<file path="src/rtl/ctrl_pkg.sv">
// Shared types and encodings for the multicycle control unit that sequences
// the 8-bit datapath through FETCH/DECODE/EXECUTE/MEM/WB.
package ctrl_pkg;

    localparam int CTRL_IW = 17;
    localparam int CTRL_DW = 8;

    typedef enum logic [3:0] {
        S_IDLE     = 4'd0,
        S_FETCH    = 4'd1,
        S_DECODE   = 4'd2,
        S_EXECUTE  = 4'd3,
        S_ALUWB    = 4'd4,
        S_MEMADDR  = 4'd5,
        S_MEMREAD  = 4'd6,
        S_MEMWB    = 4'd7,
        S_MEMWRITE = 4'd8,
        S_BRANCH   = 4'd9
    } state_t;

    localparam logic [1:0] OP_DP  = 2'b00;
    localparam logic [1:0] OP_MEM = 2'b01;
    localparam logic [1:0] OP_BR  = 2'b10;
    localparam logic [1:0] OP_RSV = 2'b11;

    localparam logic [2:0] COND_AL = 3'b000;
    localparam logic [2:0] COND_EQ = 3'b001;
    localparam logic [2:0] COND_NE = 3'b010;
    localparam logic [2:0] COND_MI = 3'b011;
    localparam logic [2:0] COND_PL = 3'b100;
    localparam logic [2:0] COND_CS = 3'b101;
    localparam logic [2:0] COND_CC = 3'b110;
    localparam logic [2:0] COND_NV = 3'b111;

    localparam logic [1:0] SRCB_RD2 = 2'b00;
    localparam logic [1:0] SRCB_IMM = 2'b01;
    localparam logic [1:0] SRCB_ONE = 2'b10;

    localparam logic [1:0] RES_ALUOUT = 2'b00;
    localparam logic [1:0] RES_DROUT  = 2'b01;
    localparam logic [1:0] RES_ALU    = 2'b10;

    localparam logic [2:0] FUNCT_ADD = 3'b000;
    localparam logic [2:0] FUNCT_SUB = 3'b001;
    localparam logic [2:0] FUNCT_CMP = 3'b111;

endpackage

</file>
<file path="src/rtl/cond_unit.sv">
// Branch condition evaluation: maps a 3-bit condition code and the live
// datapath flags to a single pass/fail bit.
module cond_unit
    import ctrl_pkg::*;
(
    input  logic [2:0] cond,
    input  logic       flag_z,
    input  logic       flag_n,
    input  logic       flag_c,
    output logic       cond_pass
);

    always_comb begin
        cond_pass = 1'b0;
        case (cond)
            COND_AL: cond_pass = 1'b1;
            COND_EQ: cond_pass = flag_z;
            COND_NE: cond_pass = ~flag_z;
            COND_MI: cond_pass = flag_n;
            COND_PL: cond_pass = ~flag_n;
            COND_CS: cond_pass = flag_c;
            COND_CC: cond_pass = ~flag_c;
            COND_NV: cond_pass = 1'b0;
            default: cond_pass = 1'b0;
        endcase
    end

endmodule

</file>
<file path="src/rtl/multicycle_control_unit.sv">
// Multicycle control FSM: latches the instruction in FETCH, decodes register
// addresses from the IR and drives Moore-style datapath strobes per state.
module multicycle_control_unit
    import ctrl_pkg::*;
#(
    parameter int IW = CTRL_IW,
    parameter int DW = CTRL_DW
) (
    input  logic          clk,
    input  logic          reset,
    input  logic          run,
    input  logic [IW-1:0] instr_in,
    input  logic          flag_z,
    input  logic          flag_n,
    input  logic          flag_c,
    output logic          PCWrite,
    output logic          MemWrite,
    output logic          RegWrite,
    output logic          ALUSrcA,
    output logic          mode,
    output logic [1:0]    ALUSrcB,
    output logic [1:0]    ResultSrc,
    output logic [2:0]    ALU_control,
    output logic [2:0]    A1,
    output logic [2:0]    A2,
    output logic [2:0]    A3,
    output logic [DW-1:0] imm,
    output logic          instr_done,
    output logic          illegal,
    output logic [3:0]    dbg_state
);

    state_t        state_q, state_d;
    logic [IW-1:0] ir_q, ir_d;
    state_t        after_done;
    logic          cond_pass;

    logic [1:0] op;
    logic [2:0] funct;
    logic       i_bit;
    logic       l_bit;
    logic [2:0] dp_rd, dp_rn, dp_rm;
    logic [2:0] mem_rd, mem_rn;
    logic [2:0] br_cond;

    assign op      = ir_q[16:15];
    assign funct   = ir_q[14:12];
    assign dp_rd   = ir_q[11:9];
    assign i_bit   = ir_q[8];
    assign dp_rn   = ir_q[7:5];
    assign dp_rm   = ir_q[4:2];
    assign l_bit   = ir_q[14];
    assign mem_rd  = ir_q[13:11];
    assign mem_rn  = ir_q[10:8];
    assign br_cond = ir_q[14:12];

    assign dbg_state = state_q;

    cond_unit u_cond (
        .cond      (br_cond),
        .flag_z    (flag_z),
        .flag_n    (flag_n),
        .flag_c    (flag_c),
        .cond_pass (cond_pass)
    );

    // Reset clears state and IR together, so every Moore output drops at once.
    always_ff @(posedge clk or posedge reset) begin
        if (reset) begin
            state_q <= S_IDLE;
            ir_q    <= '0;
        end else begin
            state_q <= state_d;
            ir_q    <= ir_d;
        end
    end

    always_comb begin
        state_d    = state_q;
        ir_d       = ir_q;
        after_done = run ? S_FETCH : S_IDLE;
        case (state_q)
            S_IDLE:    if (run) state_d = S_FETCH;
            S_FETCH: begin
                ir_d    = instr_in;
                state_d = S_DECODE;
            end
            S_DECODE: begin
                case (op)
                    OP_DP:   state_d = S_EXECUTE;
                    OP_MEM:  state_d = S_MEMADDR;
                    OP_BR:   state_d = S_BRANCH;
                    default: state_d = after_done;
                endcase
            end
            S_EXECUTE: state_d = (funct == FUNCT_CMP) ? after_done : S_ALUWB;
            S_MEMADDR: state_d = l_bit ? S_MEMREAD : S_MEMWRITE;
            S_MEMREAD: state_d = S_MEMWB;
            S_ALUWB, S_MEMWB, S_MEMWRITE, S_BRANCH: state_d = after_done;
            default:   state_d = S_IDLE;
        endcase
    end

    always_comb begin
        PCWrite     = 1'b0;
        MemWrite    = 1'b0;
        RegWrite    = 1'b0;
        ALUSrcA     = 1'b0;
        mode        = 1'b0;
        ALUSrcB     = SRCB_RD2;
        ResultSrc   = RES_ALUOUT;
        ALU_control = FUNCT_ADD;
        A1          = 3'd0;
        A2          = 3'd0;
        A3          = 3'd0;
        imm         = '0;
        instr_done  = 1'b0;
        illegal     = 1'b0;

        // Addresses and imm are live in every non-IDLE state, including
        // FETCH where they still reflect the previous instruction.
        if (state_q != S_IDLE) begin
            imm = ir_q[DW-1:0];
            case (op)
                OP_DP: begin
                    A1 = i_bit ? dp_rd : dp_rn;
                    A2 = i_bit ? 3'd0 : dp_rm;
                    A3 = dp_rd;
                end
                OP_MEM: begin
                    A1 = mem_rn;
                    A2 = l_bit ? 3'd0 : mem_rd;
                    A3 = l_bit ? mem_rd : 3'd0;
                end
                default: ;
            endcase
        end

        case (state_q)
            S_FETCH: begin
                PCWrite   = 1'b1;
                ALUSrcA   = 1'b1;
                ALUSrcB   = SRCB_ONE;
                ResultSrc = RES_ALU;
            end
            S_DECODE: begin
                ALUSrcA   = 1'b1;
                ALUSrcB   = SRCB_ONE;
                ResultSrc = RES_ALU;
                if (op == OP_RSV) begin
                    illegal    = 1'b1;
                    instr_done = 1'b1;
                end
            end
            S_EXECUTE: begin
                ALUSrcB     = i_bit ? SRCB_IMM : SRCB_RD2;
                ALU_control = funct;
                mode        = (funct == FUNCT_CMP);
                instr_done  = (funct == FUNCT_CMP);
            end
            S_ALUWB: begin
                RegWrite   = 1'b1;
                instr_done = 1'b1;
            end
            S_MEMADDR:  ALUSrcB = SRCB_IMM;
            S_MEMWB: begin
                RegWrite   = 1'b1;
                ResultSrc  = RES_DROUT;
                instr_done = 1'b1;
            end
            S_MEMWRITE: begin
                MemWrite   = 1'b1;
                instr_done = 1'b1;
            end
            S_BRANCH: begin
                PCWrite    = cond_pass;
                ALUSrcA    = 1'b1;
                ALUSrcB    = SRCB_IMM;
                ResultSrc  = RES_ALU;
                instr_done = 1'b1;
            end
            default: ;
        endcase
    end

endmodule

</file>
<file path="config.mk">
export PLATFORM = sky130hd
export DESIGN_NAME = multicycle_control_unit
export DESIGN_NICKNAME = d
export VERILOG_FILES = /design/src/rtl/ctrl_pkg.sv /design/src/rtl/cond_unit.sv /design/src/rtl/multicycle_control_unit.sv
export SDC_FILE = /design/constraint.sdc
export NUM_CORES = 1
export LEC_CHECK = 0
export CAP_MARGIN = 15
export CORE_MARGIN = 4
export CORE_UTILIZATION = 30
export DETAILED_ROUTE_END_ITERATION = 8
export MAX_ROUTING_LAYER = met4
export SETUP_SLACK_MARGIN = 0.02
export SYNTH_ARGS = -nofsm -noshare
export SYNTH_HDL_FRONTEND = slang
export SYNTH_SLANG_ARGS = --single-unit
</file>
<file path="constraint.sdc">
create_clock -name clk -period 4.03 [get_ports clk]
set_clock_uncertainty 0.15 [all_clocks]
set_input_delay 1.0075 -clock clk [delete_from_list [all_inputs] [get_ports clk]]
set_output_delay 1.0075 -clock clk [all_outputs]
set_load 0.02 [all_outputs]
</file>
---- Yosys cells after proc, flatten, opt, wreduce, memory -nomap -nowiden ----
Index checks and enable logic that the tools add are counted.
word-level totals
  bits in read-only memories .............. 0
  register bits after elaboration ......... 21
  input bits .............................. 23
  latch bits .............................. 0
  bits in writable memories ............... 0
  memories kept ........................... 0
  word-level logic and storage cells ...... 64
operators by class
  equality and inequality tests ........... 20
  bitwise logic cells ..................... 3
  multipliers ............................. 0
  shift-type cells ........................ 0
  magnitude comparators ................... 0
  reduce and logical (&&, ||, !) cells .... 9
  muxes and demuxes ....................... 30
  div/mod/pow operators ................... 0
  $add $sub $neg .......................... 0
operators by type and width
  operator                                       count
  case mux 4 bit (7 select lines)                1
  two-way mux 3 bit                              9
  case mux 3 bit (2 select lines)                3
  == test 4 x 3 -> 1 bit, second input constant  4
  == test 3 bit, second input constant           4
  case mux 4 bit (3 select lines)                1
  == test 4 x 2 -> 1 bit, second input constant  2
  == test 4 bit, second input constant           2
  two-way mux 1 bit                              8
  two-way mux 4 bit                              2
  two-way mux 8 bit                              1
  case mux 1 bit (8 select lines)                1
  == test 3 x 2 -> 1 bit, second input constant  2
  case mux 2 bit (3 select lines)                1
  OR reduction 2 bit                             3
  == test 2 bit, second input constant           2
  == test 4 x 1 -> 1 bit, second input constant  1
  zero test 4 bit                                1
  case mux 2 bit (2 select lines)                1
  nonzero test 4 bit                             1
  OR reduction 4 bit                             1
  == test 3 x 1 -> 1 bit, second input constant  1
  zero test 3 bit                                1
  NOT 1 bit                                      3
  other kinds (6)                                6

---- Longest topological paths before layout ----
  word-level depth ........................ 3
  mapped depth ............................ 5
  mapped depth without buffers ............ 4

---- Cells and area by module ----
Synthesis repeated with hierarchy kept, for this count alone.
unflattened totals
  cell total of the unflattened synthesis .. 145
  area, all modules ....................... 1425.1 µm²
modules (own cells, without submodules)
  module                   area an instance (µm²)  sequential area each (µm²)  times used  cells an instance
  multicycle_control_unit  1372.6                  525.5                       1           136
  cond_unit                52.6                    0.0                         1           9

---- Worst setup path after synthesis ----
No wires, ideal clock.
  kind .................................... in2out
  start point ............................. input port flag_z
  end point ............................... output port PCWrite
  data required time ...................... 2873 ps
  slack ................................... 935 ps
  path buffers ............................ 0
  cell stages on the path ................. 4
  arrival time ............................ 1937 ps
  path through ............................ nor3b_1 -> a21oi_1 -> o2bb2ai_1 -> a221oi_1
between the ends
  cells in the longest elaborated chain, start to end .. 3
RTL lines
  element                              RTL line                        source
  start: declaration                   multicycle_control_unit.sv:13   input logic flag_z,
  NOT 1 bit                            cond_unit.sv:18                 COND_NE: cond_pass = ~flag_z;
  case mux 1 bit (8 select lines) (*)  cond_unit.sv:15                 case (cond)
  case mux 1 bit (2 select lines) (*)  multicycle_control_unit.sv:139  case (state_q)
  end: declaration                     multicycle_control_unit.sv:16   output logic PCWrite,
Every way passes the cells marked *; elsewhere a longest branch is shown, timed or not.

---- Final worst setup path ----
Ends and elaborated chain as after synthesis.

==> metrics.txt <==
remaining global-route overflow=0; via count of the first global-routing pass=~1300; main area contributors after synthesis=dfrtp_1 (38%), mux2_1 (12%), nor2b_1 (4.9%), nor2_1 (4.0%), nand2_1 (3.2%); overall die area=~5800 um^2; DP Cell Count=approximately 250; Top Family by Delay on Critical Path=buffers and inverters; Clk Latency, worst-skew pair=between 0.2 and 0.3 ns; data arrival time of the critical path=~2.8 ns; floorplan die width=between 70 and 80 um; post-route setup slack=around 0.12 ns; classification of the worst setup path=in -> out; worst relative slew slack=0.451; first element of the critical path=flag_z; Placer Congestion=just under 0.8; ratio of cells with drive above 1 in the final layout=0.0439; total CTS buffers=3; fmax=roughly 260 MHz; count of nets left with antenna violations after detail routing=0; total power after layout=between 1.5 and 2 mW; layout filler cell count=440; HPWL Detailed=approximately 2800 um; critical path, cell by cell=clkdlybuf4s50_1, nor3b_1, a21oi_1, o2bb2ai_1, a221oi_1, clkdlybuf4s50_1; proportion of synthesized chip area in sequential cells=0.377; final setup violation count=0; routed via count=approximately 1300; largest net degree at the start of global routing=24; Die Y=around 76 um; area share of the largest cell type after synthesis=0.377; starting density of the core=0.316; main flop type after synthesis=dfrtp_1; Peak VDD IR=0.433 mV; number of synthesized register bits=21; mean number of vias per cell=about 5; Worst setup SP type=primary input; CP required=2.87 ns; slack of the worst reg-to-reg path=between 2 and 2.5 ns; setup repair after global routing missed its margin=false; synthesized netlist cell count=between 150 and 200; number of levels the H-tree was split into=1; # clock sinks=21; max-cap viol count=0; distinct cell type count of the synthesized netlist=38; most repeated library cell on the critical path=clkdlybuf4s50_1; antenna cell count=0; RR Startpoint=dbg_state[1]$_DFFE_PP0P_; post-synth top area cell=dfrtp_1; number of cells on the critical path=6; final standard cell count with taps included and fillers excluded=approximately 260; Pre-antenna DRT Iters=4; standard-cell rows=24; final slew viol count=0; final clock period utilization by the worst path=0.970; yosys warns=0; Boundary Pins=58; Worst Setup Slack post-DPL=between 0.1 and 0.15 ns; Setup TNS Final=0 ns; layout overhead on the synthesized area=44.9%; post-CTS repair timing setup buffer count=0; EDFF count, synth=0; DRC errors left=0; syn avg cell area=around 9 um^2; worst min path class=reg -> reg; quantity of hold-fixing buffers added after cts=0; placeable core area=around 4400 um^2; final routed wire length divided by cell count=14.6 um; number of buffers inserted by port buffering=57; first-pass GRT wire length=approximately 6500 um; reg2reg path depth=4; post_cts resized=0; number of buffers between clock root and the deepest sink=2; Static Leakage=roughly 0.8 nW; power density of the placed cells=around 900 nW/um^2; number of failing hold endpoints at the final stage=0; iteration-0 DRC count of the detailed router=55; Clock Tree Root=clkbuf_8; fin nets=roughly 230; buffer and inverter count on the worst path=2; cell area after synthesis=1400 um^2; worst reg2reg path endpoint=ir_q[3]$_DFFE_PP0P_; clock tree from TritonCTS=built; register clock-pin slew on the reported worst setup and hold paths=~0.07 ns; Slowest Stage Delay on Critical Path=~0.65 ns; maximum fanout along the worst path=2; Worst Hold Margin=around 0.33 ns; share of synthesized registers carrying an async set or reset=1.00; CP endpoint kind=output port; run status=completed; total global-route track usage=0.135; slew at the pin with the worst max-slew slack=just over 0.8 ns; wire length reported by the detailed router=3760 um; min cycle time layout=just under 4 ns; slowest stage cell on the critical path=clkdlybuf4s50_1; initial antenna violation count=0; Worst Setup EP=PCWrite; Post-Syn Nets=around 180
how the worst min path moves through the flow:
stage | cells past startpoint | startpoint | endpoint
5_1_grt | 1 | ir_q[1]$_DFFE_PP0P_ | ir_q[1]$_DFFE_PP0P_
3_3_place_gp | 1 | ir_q[1]$_DFFE_PP0P_ | ir_q[1]$_DFFE_PP0P_
4_1_cts | 1 | ir_q[0]$_DFFE_PP0P_ | ir_q[0]$_DFFE_PP0P_
3_5_place_dp | 1 | ir_q[0]$_DFFE_PP0P_ | ir_q[0]$_DFFE_PP0P_
6_report | 1 | ir_q[0]$_DFFE_PP0P_ | ir_q[0]$_DFFE_PP0P_
2_1_floorplan | 1 | ir_q[0]$_DFFE_PP0P_ | ir_q[0]$_DFFE_PP0P_
cells in the mapped netlist (all sizes together), types with 2 or more instances:
master,instances
and3,5
and2,5
mux2i,2
nor2,15
a21oi,7
a31oi,3
nor2b,11
nand2b,7
o22ai,2
dfrtp,21
nand3b,2
nand3,4
o21ai,7
mux2,16
nand2,12
buf,9
clkbuf,3
inv,3
or2,2
nor3b,4
nor3,2
placed cells by master (no fill, tap or decap), drive strengths merged, types with 4 or more instances in the layout:
cell | Yosys | final
mux2 | 16 | 16
o21ai | 7 | 7
nor3b | 4 | 4
clkdlybuf4s50 | 0 | 57
nand3 | 4 | 4
and3 | 5 | 5
and2 | 5 | 5
nor2 | 15 | 15
dfrtp | 21 | 21
a21oi | 7 | 7
nor2b | 11 | 11
nand2b | 7 | 7
nand2 | 12 | 12
clkbuf | 3 | 4
kinds of logic (layout without fill, tap and decap cells):
family | Yosys count | in the layout | synth area share
AOI/OAI and AO/OA | 27 | 27 | 0.121
buffers and inverters | 15 | 66 | 0.0574
muxes | 18 | 18 | 0.143
and+or+nand+nor | 73 | 73 | 0.301
DFF | 21 | 21 | 0.377
final cells by class:
cell class,count,area (um^2),area share
Clock buffer,4,45.0,0.0223
Inverter,3,11.3,0.00557
Multi-Input combinational cell,118,790,0.390
Sequential cell,21,526,0.260
Tap cell,52,65.1,0.0322
Timing Repair Buffer,59,586,0.290
power breakdown:
| part | internal (mW) | total, mW | switching (mW) |
|---|---|---|---|
| combinational | 0.566 | 1.14 | 0.576 |
| clock | 0.0703 | 0.135 | 0.0649 |
| sequential | 0.315 | 0.489 | 0.174 |
| total | 0.952 | 1.77 | 0.815 |
state kept, by name, indices dropped and copies added, names as in the netlist:
signal	cells
ir_q	17
dbg_state	4
layer usage:
layer | up-vias | share of wire | global-route usage
met3 | 2 | 0.059 | 0.0284
met4 | 0 | 0.0027 | 0.0315
met5 | - | 0 | -
met2 | 49 | 0.46 | 0.205
li1 | 635 | - | -
met1 | 606 | 0.48 | 0.184
through the flow:
| stage | utilization | area (um^2) |
|---|---|---|
| 3_3_place_gp | 0.448 | 1980 |
| 5_1_grt | 0.458 | 2020 |
| 3_5_place_dp | 0.448 | 1980 |
| 4_1_cts | 0.458 | 2020 |
| 6_report | 0.458 | 2020 |
| 2_1_floorplan | - | 1400 |
(Power assumes the default switching activity.)
